<file path="src/rtl/fft_frame_feeder.sv">
// fft_frame_feeder: buffers ADC samples in a small FIFO, frames them into
// FFT_LEN-point Avalon-ST packets (sop/eop/valid) and drives the FFT core sink
// under sink_ready backpressure.
// Optional build macro: FEEDER_OFFSET_BIN_EN -- when defined, adc_data is offset
// binary and is converted to two's complement by inverting the MSB.
// A write attempt that finds no room (including the frame-starting sample in
// IDLE) is dropped and flags fifo_ovf.
module fft_frame_feeder #(
  parameter int DATA_W     = 12,
  parameter int FFT_LEN    = 128,
  parameter int FIFO_DEPTH = 16
) (
  input  logic              clk_50m,
  input  logic              rst_n,
  input  logic              frame_en,
  input  logic [DATA_W-1:0] adc_data,
  input  logic              adc_valid,
  input  logic              ovf_clr,
  input  logic              sink_ready,
  output logic [DATA_W-1:0] sink_real,
  output logic [DATA_W-1:0] sink_imag,
  output logic              sink_sop,
  output logic              sink_eop,
  output logic              sink_valid,
  output logic [1:0]        sink_error,
  output logic              frame_done,
  output logic              fifo_ovf,
  output logic              busy
);

  localparam int AW = $clog2(FIFO_DEPTH);
  localparam int CW = $clog2(FFT_LEN);
  localparam logic [CW-1:0] LAST = {CW{1'b1}};          // FFT_LEN-1 (power of two)
  localparam logic [AW:0]   FULL = {1'b1, {AW{1'b0}}};  // FIFO_DEPTH (power of two)

  typedef enum logic {IDLE, RUN} state_t;

  state_t            state, state_nxt;
  logic [DATA_W-1:0] mem [FIFO_DEPTH];
  logic [AW-1:0]     wr_ptr, rd_ptr;
  logic [AW:0]       count;
  logic [CW-1:0]     in_cnt, out_cnt;
  logic [DATA_W-1:0] sample;
  logic              xfer, fifo_rd, room;
  logic              wr_try, fifo_wr, drop;

`ifdef FEEDER_OFFSET_BIN_EN
  assign sample = {~adc_data[DATA_W-1], adc_data[DATA_W-2:0]};
`else
  assign sample = adc_data;
`endif

  // A read frees a slot in the same cycle, so a full FIFO still accepts a write
  // when the output stage is pulling from it.
  assign xfer    = sink_valid && sink_ready;
  assign fifo_rd = (count != '0) && (!sink_valid || sink_ready);
  assign room    = (count != FULL) || fifo_rd;

  // State register for the input framing FSM.
  // NOTE: every clocked block uses non-blocking assignments so all registers
  // update from the same pre-edge values, whatever the block order.
  always_ff @(posedge clk_50m) begin
    if (!rst_n) state <= IDLE;
    else        state <= state_nxt;
  end

  // Next state: a frame opens on the first accepted sample with frame_en high
  // and closes on its FFT_LEN-th accepted sample.
  // NOTE: the default assignment first keeps this block free of inferred latches.
  always_comb begin
    state_nxt = state;
    case (state)
      IDLE:    if (fifo_wr) state_nxt = RUN;
      RUN:     if (fifo_wr && in_cnt == LAST) state_nxt = IDLE;
      default: state_nxt = IDLE;
    endcase
  end

  // FSM outputs: which samples are written and which are dropped on overflow.
  always_comb begin
    wr_try  = adc_valid && (state == RUN || frame_en);
    fifo_wr = wr_try && room;
    drop    = wr_try && !room;
  end

  // Input sample counter; wraps to 0 on the frame's last write.
  always_ff @(posedge clk_50m) begin
    if (!rst_n)       in_cnt <= '0;
    else if (fifo_wr) in_cnt <= (state == IDLE) ? CW'(1) : in_cnt + 1'b1;
  end

  // FIFO storage.
  // NOTE: the sample array is deliberately not reset; pointers and count alone
  // define which entries are live.
  always_ff @(posedge clk_50m) begin
    if (fifo_wr) mem[wr_ptr] <= sample;
  end

  // FIFO pointers and occupancy.
  always_ff @(posedge clk_50m) begin
    if (!rst_n) begin
      wr_ptr <= '0;
      rd_ptr <= '0;
      count  <= '0;
    end else begin
      if (fifo_wr) wr_ptr <= wr_ptr + 1'b1;
      if (fifo_rd) rd_ptr <= rd_ptr + 1'b1;
      case ({fifo_wr, fifo_rd})
        2'b10:   count <= count + 1'b1;
        2'b01:   count <= count - 1'b1;
        default: count <= count;
      endcase
    end
  end

  // Output register stage: held while stalled, reloaded from the FIFO head when
  // empty or when the current word transfers.
  always_ff @(posedge clk_50m) begin
    if (!rst_n) begin
      sink_valid <= 1'b0;
      sink_real  <= '0;
      out_cnt    <= '0;
      frame_done <= 1'b0;
    end else begin
      if (fifo_rd) begin
        sink_valid <= 1'b1;
        sink_real  <= mem[rd_ptr];
      end else if (xfer) begin
        sink_valid <= 1'b0;
      end
      if (xfer) out_cnt <= out_cnt + 1'b1;
      frame_done <= xfer && (out_cnt == LAST);
    end
  end

  // Sticky overflow flag; a drop in the same cycle as ovf_clr keeps it set.
  always_ff @(posedge clk_50m) begin
    if (!rst_n)       fifo_ovf <= 1'b0;
    else if (drop)    fifo_ovf <= 1'b1;
    else if (ovf_clr) fifo_ovf <= 1'b0;
  end

  assign sink_imag  = '0;
  assign sink_error = 2'b00;
  assign sink_sop   = sink_valid && (out_cnt == '0);
  assign sink_eop   = sink_valid && (out_cnt == LAST);
  assign busy       = (state == RUN) || (count != '0) || sink_valid;

endmodule

</file>
<file path="config.mk">
export PLATFORM = sky130hd
export DESIGN_NAME = fft_frame_feeder
export DESIGN_NICKNAME = d
export VERILOG_FILES = /design/src/rtl/fft_frame_feeder.sv
export SDC_FILE = /design/constraint.sdc
export NUM_CORES = 1
export LEC_CHECK = 0
export CORE_UTILIZATION = 60
export DETAILED_ROUTE_END_ITERATION = 10
export PLACE_DENSITY = 0.84
export SLEW_MARGIN = 20
export SYNTH_ARGS = -nofsm -noshare
export SYNTH_HDL_FRONTEND = slang
export SYNTH_SLANG_ARGS = --single-unit
</file>
<file path="constraint.sdc">
create_clock -name clk_50m -period 6.9 [get_ports clk_50m]
set_clock_uncertainty 0.2 [all_clocks]
set_input_delay 1.38 -clock clk_50m [delete_from_list [all_inputs] [get_ports clk_50m]]
set_output_delay 1.38 -clock clk_50m [all_outputs]
set_load 0.03 [all_outputs]
</file>
==> results of run 1 <==
==> state kept, by name, summed over array words and instances, names as in the netlist, 4 cells and up <==
| signal | cells |
|---|---|
| sink_real | 12 |
| wr_ptr | 4 |
| mem | 192 |
| in_cnt | 7 |
| out_cnt | 7 |
| rd_ptr | 4 |
| count | 5 |
==> worst max-delay path by stage <==
stage / startpoint / end / slack [ps] / depth (start not counted)
floorplan: out_cnt[0] / sink_sop / 3210 / 4
global placement: frame_en / count[4] / 2900 / 8
global route: out_cnt[0] / sink_sop / 2550 / 5
CTS: out_cnt[0] / sink_sop / 2660 / 5
finish: out_cnt[0] / sink_sop / 2650 / 5
detailed placement: frame_en / count[4] / 2800 / 8
==> placed cells by master (no fill, tap or decap), types with 3 or more instances in the layout <==
| cell | Yosys | final |
|---|---|---|
| a22oi_1 | 12 | 12 |
| a31oi_1 | 14 | 14 |
| nand2_1 | 17 | 17 |
| edfxtp_1 | 192 | 192 |
| ha_1 | 11 | 11 |
| inv_1 | 10 | 10 |
| xnor2_1 | 5 | 5 |
| clkbuf_16 | 0 | 24 |
| nor2b_1 | 7 | 5 |
| clkinv_1 | 0 | 5 |
| and3_1 | 17 | 17 |
| bufinv_16 | 0 | 4 |
| a21oi_1 | 13 | 12 |
| mux4_2 | 24 | 24 |
| clkinv_2 | 0 | 5 |
| nand3b_1 | 3 | 3 |
| o22ai_1 | 24 | 24 |
| mux2i_1 | 55 | 55 |
| conb_1 | 1 | 14 |
| xor2_1 | 7 | 7 |
| nand3_1 | 9 | 9 |
| clkdlybuf4s50_1 | 0 | 35 |
| nand2b_1 | 4 | 4 |
| dfxtp_1 | 43 | 41 |
| and2_1 | 3 | 3 |
| or3_1 | 3 | 3 |
| o21ai_0 | 22 | 22 |
| nor2_1 | 37 | 37 |
==> area by class of cell <==
| class | instances | share of cell area, % |
|---|---|---|
| timing repair buffer | 37 | 3.42 |
| inverter | 10 | 0.348 |
| sequential | 235 | 61.4 |
| clock buffer | 27 | 5.76 |
| multi-input combinational | 330 | 24.7 |
| tap | 211 | 2.44 |
| clock inverter | 17 | 1.96 |
==> power by group through the flow <==
stage / Combinational, mW / Sequential [mW] / Clock, mW
2_1_floorplan: 0.520 / 1.72 / 0
3_3_place_gp: 0.719 / 1.72 / 0
3_5_place_dp: 0.745 / 1.72 / 0
4_1_cts: 0.755 / 1.69 / 1.35
5_1_grt: 0.816 / 1.70 / 1.41
6_report: 0.765 / 1.69 / 1.34
==> kinds of logic after synthesis <==
family,synth area share (%)
xor+xnor,1.11
flops,69.7
other cells,0.0395
mux,11.5
buf+inv,2.98
compound gates,6.71
simple gates,6.29
fa+ha+maj,1.66
==> per-layer routing <==
metal  GRT usage (%)  vias to the layer above  wire [um]
li1                -                     2399          -
met5               0                        -          0
met1            34.1                     2721       7810
met3            3.92                       32       1480
met4            7.82                        0        464
met2            43.1                      262       9990
==> flow_summary.ini, run 1 <==
[status]
outcome = finished, final reports clean

[logic_synthesis]
ys_ff_latch = 235
yosysWarnings = 0
yosys-top-cells-area = edfxtp_1, dfxtp_1, mux2i_1, mux4_2, o22ai_1
postSynthAreaPerCell_um2 = 15.7
synth_cell_types = 49
synth_area_um2 = 9500
netlist_instances = 606
ys_seq_area_share_pct = 69.7
synthArstFlopShare_pct = 0
netlist_top_cells_count = edfxtp_1, mux2i_1, dfxtp_1
synth_top_area_share_pct = 60.7
synth-edff-count = 192
synth_flop_cell = edfxtp_1
synth_most_common_cell = edfxtp_1
synth_top_area_cell = edfxtp_1

[route]
avgViaCountPerCell = 6.24
vias = 5414
initialDrtViolationCount = 572
drc = 0
dr.pass1.iters = 5
drt-wirelength-per-cell_um = 22.8
routed_wl_um = 19700
ant_nets = 0

[flow_run]
cap_violations = 0

[clock_network]
clock-sinks = 235
postCtsSetupBuffers = 0
clk_path_buf_depth = 3
post_cts_resized = 0
cts_buffers = 24
cts_root_buf = clkbuf_16
worstSkewPairLatency_ps = 530
cts_tree = built
h-tree-depth = 1
clk_pin_slew_ps = 60
cts_hold_buffers = 0

[floorplan]
die_area_um2 = 16300
initial_utilization_pct = 62.1
coreArea_um2 = 15300
ioPinCount = 50
num_rows = 45
die_y_um = 128
die_w_um = 128

[timing]
setup_viol = 0
rsz0062_at_grt = false
finalCritPeriodShare_pct = 61.5
slew_violations = 0
finalHoldViolCount = 0
max_slew_margin_pct = 28.6
max_freq_ghz = 0.235
worst_pin_slew_ps = 1070
finalSetupTns_ps = 0
setup_slack_ps = 2650
period_needed_ps = 4250
timing.hold.ws_ps = 275

[power_and_ir_drop]
p_switching_mw = 1.09
ir_drop_uv = 260
combinationalPowerShare_pct = 20.1
power.internal_mw = 2.72
p_per_area_nw_per_um2 = 352
p_clk_share_pct = 35.3
power_mw = 3.80
p_leak_nw = 3.49
seqPwrFrac_pct = 44.6
sw_frac_of_total_pct = 28.6

[final_layout]
regArea_um2 = 6630
n_antenna_cell = 0
final_design_area_no_fill_um2 = 10800
synthToLayoutAreaGrowth_pct = 13.6
drive_gt1_share_pct = 11.7
num-fill-cells = 967
layoutNonFillerInstCount = 867
final_util_pct = 70.5
multi_input_area_um2 = 2660
finalNetCount = 668

[critical_path]
max_stage_delay_ps = 720
cp.buffers_inverters = 2
crit_path_end_kind = primary output
reg2reg_to = count[4]
reg2regPathDepth = 9
cp_slowest_cell = clkdlybuf4s50_1
rr_startpoint = count[0]
critical_path.max_fanout = 4
crit_type = flip-flop to primary output
cp_top_family = simple AND/OR/NAND/NOR gates
start_kind = flip-flop
cp_data_arrival_time_ps = 2670
crit_chain = inv_1 -> ha_1 -> or4b_2 -> nor4b_1 -> clkdlybuf4s50_1
cp.required_ps = 5320
r2r_slack_ps = 3840

[min_path]
holdPathEnd = state
hold_class = flip-flop to flip-flop
hold_depth = 1
holdCritStartpoint = in_cnt[6]

[placement]
numPortBuffers = 35
dp_slack_ps = 2800
hpwl_um = 11800
placed_cells = 823
dpl-instance-area_um2 = 9950
place_congestion = 0.880

[global_routing]
antenna_found_initial = 0
grt_use_total_pct = 25.4
grt-ovfl-total = 0
grt_pass1_vias = 5462
grt_first_pass_wirelength_um = 30400
grt_max_degree = 75
(Power assumes the default switching activity.)
==> run 2: changes to the inputs <==
--- a/config.mk
+++ b/config.mk
@@ -5,9 +5,9 @@
 export SDC_FILE = /design/constraint.sdc
 export NUM_CORES = 1
 export LEC_CHECK = 0
-export CORE_UTILIZATION = 60
+export CORE_UTILIZATION = 59
 export DETAILED_ROUTE_END_ITERATION = 10
-export PLACE_DENSITY = 0.84
+export PLACE_DENSITY = 0.83
 export SLEW_MARGIN = 20
 export SYNTH_ARGS = -nofsm -noshare
 export SYNTH_HDL_FRONTEND = slang
==> constraint.sdc (replaced) <==
create_clock -name clk_50m -period 4.1 [get_ports clk_50m]
set_clock_uncertainty 0.2 [all_clocks]
set_input_delay 0.82 -clock clk_50m [delete_from_list [all_inputs] [get_ports clk_50m]]
set_output_delay 0.82 -clock clk_50m [all_outputs]
set_load 0.03 [all_outputs]
==> run 2 against run 1 <==
Effect of this change: via count decreased by 1.3%; register-to-register slack got worse by 2800 ps; final area increased by 0.21%; critical endpoint unchanged; highest routed layer unchanged.
==> flow_summary.ini, run 2 (synthesized netlist as in run 1, its figures left out) <==
[clock_network]
post_cts_resized = 0
clock-sinks = 235
worstSkewPairLatency_ps = 520
clk_path_buf_depth = 3
cts_tree = built
postCtsSetupBuffers = 0
h-tree-depth = 1
clk_pin_slew_ps = 60
cts_buffers = 23
cts_hold_buffers = 0
cts_root_buf = clkbuf_16

[route]
drc = 0
vias = 5344
dr.pass1.iters = 5
avgViaCountPerCell = 6.11
ant_nets = 0
routed_wl_um = 18700
drt-wirelength-per-cell_um = 21.4
initialDrtViolationCount = 521

[final_layout]
layoutNonFillerInstCount = 875
n_antenna_cell = 0
synthToLayoutAreaGrowth_pct = 13.9
largest_register = mem
final_cell_mix = edfxtp_1, mux2i_1, dfxtp_1, nor2_1, clkdlybuf4s50_1
finalNetCount = 672
final_common_cell = edfxtp_1
final_util_pct = 68.4
largest_register_ffs = 192
drive_gt1_share_pct = 12.0
num-fill-cells = 1004
top_regs = mem: 192 flops, sink_real: 12 flops

[floorplan]
initial_utilization_pct = 60.0
die_y_um = 129
die_area_um2 = 16600
coreArea_um2 = 15800
num_rows = 46
ioPinCount = 50
die_w_um = 129

[critical_path]
crit_path_end_kind = primary output
critical_path.max_fanout = 4
cp_slowest_cell = clkdlybuf4s50_1
rr_startpoint = count[0]
reg2regPathDepth = 9
cp.buffers_inverters = 2
max_stage_delay_ps = 720
start_kind = flip-flop
crit_chain = inv_1 -> ha_1 -> or4b_2 -> nor4b_1 -> clkdlybuf4s50_1
r2r_slack_ps = 1080
reg2reg_to = count[4]
crit_type = flip-flop to primary output
cp_top_family = simple AND/OR/NAND/NOR gates
cp_data_arrival_time_ps = 2610
cp.required_ps = 3080

[power_and_ir_drop]
p_leak_nw = 3.52
p_switching_mw = 1.76
combinationalPowerShare_pct = 19.7
power.internal_mw = 4.60
p_per_area_nw_per_um2 = 588
sw_frac_of_total_pct = 27.6
seqPwrFrac_pct = 44.9
p_clk_share_pct = 35.4
ir_drop_uv = 493
power_mw = 6.36

[flow_run]
cap_violations = 0

[placement]
place_congestion = 0.836
placed_cells = 833
hpwl_um = 11300
numPortBuffers = 35

[status]
outcome = finished, final reports clean

[timing]
period_needed_ps = 3630
finalSetupTns_ps = 0
max_freq_ghz = 0.276
finalCritPeriodShare_pct = 88.4
slew_violations = 0
worst_pin_slew_ps = 1130
timing.hold.ws_ps = 288
finalHoldViolCount = 0
setup_viol = 0
max_slew_margin_pct = 24.9
rsz0062_at_grt = false

[global_routing]
grt-ovfl-total = 0
grt_first_pass_wirelength_um = 28700
grt_max_degree = 50
antenna_found_initial = 0
grt_pass1_vias = 5248
grt_use_total_pct = 23.5

[min_path]
holdCritStartpoint = in_cnt[6]
holdPathEnd = state
hold_depth = 1
hold_class = flip-flop to flip-flop
run 2: cell count changes in the layout (fill, tap and decap cells not counted), moves of 2 or more:
cell / previous run / this run
buf_4: 1 / 7
clkbuf_1: 2 / 4
clkbuf_8: 1 / 3
clkinv_1: 5 / 1
clkinv_2: 5 / 2
clkinv_4: 2 / 0
inv_1: 10 / 12
run 2: power groups by stage:
| stage | logic, mW | registers, mW | clock network, mW |
|---|---|---|---|
| after floorplan | 0.875 | 2.89 | 0 |
| after global placement | 1.18 | 2.90 | 0 |
| final | 1.25 | 2.86 | 2.25 |
| after detailed placement | 1.22 | 2.91 | 0 |
| after global routing | 1.34 | 2.88 | 2.38 |
| after CTS | 1.24 | 2.86 | 2.28 |
run 2: worst max-delay path by stage:
| stage | start | end | slack [ps] | cells past startpoint |
|---|---|---|---|---|
| CTS | out_cnt[0] | sink_sop | 460 | 5 |
| global route | out_cnt[0] | sink_sop | 340 | 5 |
| global placement | frame_en | count[4] | 660 | 8 |
| floorplan | out_cnt[0] | sink_sop | 970 | 4 |
| detailed placement | frame_en | count[4] | 610 | 8 |
| finish | out_cnt[0] | sink_sop | 470 | 5 |
run 2: per-stage QoR:
stage	cell area (um2)	worst slack, ps
after floorplan	9550	969
after global placement	9990	661
after detailed placement	9990	615
after CTS	10800	457
after global routing	10800	337
final	10800	475
run 2: area by class of cell:
| class | count | area, um2 | share of cell area (%) |
|---|---|---|---|
| clock buffers | 31 | 657 | 6.07 |
| clock inverters | 11 | 169 | 1.56 |
| multi-input cells | 330 | 2650 | 24.5 |
| well taps | 216 | 270 | 2.50 |
| repair buffers | 42 | 403 | 3.72 |
| flip-flops and latches | 235 | 6630 | 61.3 |
| inverters | 10 | 37.5 | 0.347 |
run 2: metal layers:
metal  track usage, %  vias up  routed length, um
li1                 -     2398                  -
met1             31.6     2649               7510
met2             39.4      263               9350
met3             3.91       34               1420
met4             7.82        0                456
met5                0        -                  0
run 2: worst reg2reg max path: cells and delay by family, from the launching register on:
family                     cells  cell delay, ps
buffers and inverters          1              80
muxes                          1             110
AOI/OAI and AO/OA              2             550
and+or+nand+nor                4            1270
DFF                            1             360
adders and majority gates      1             340
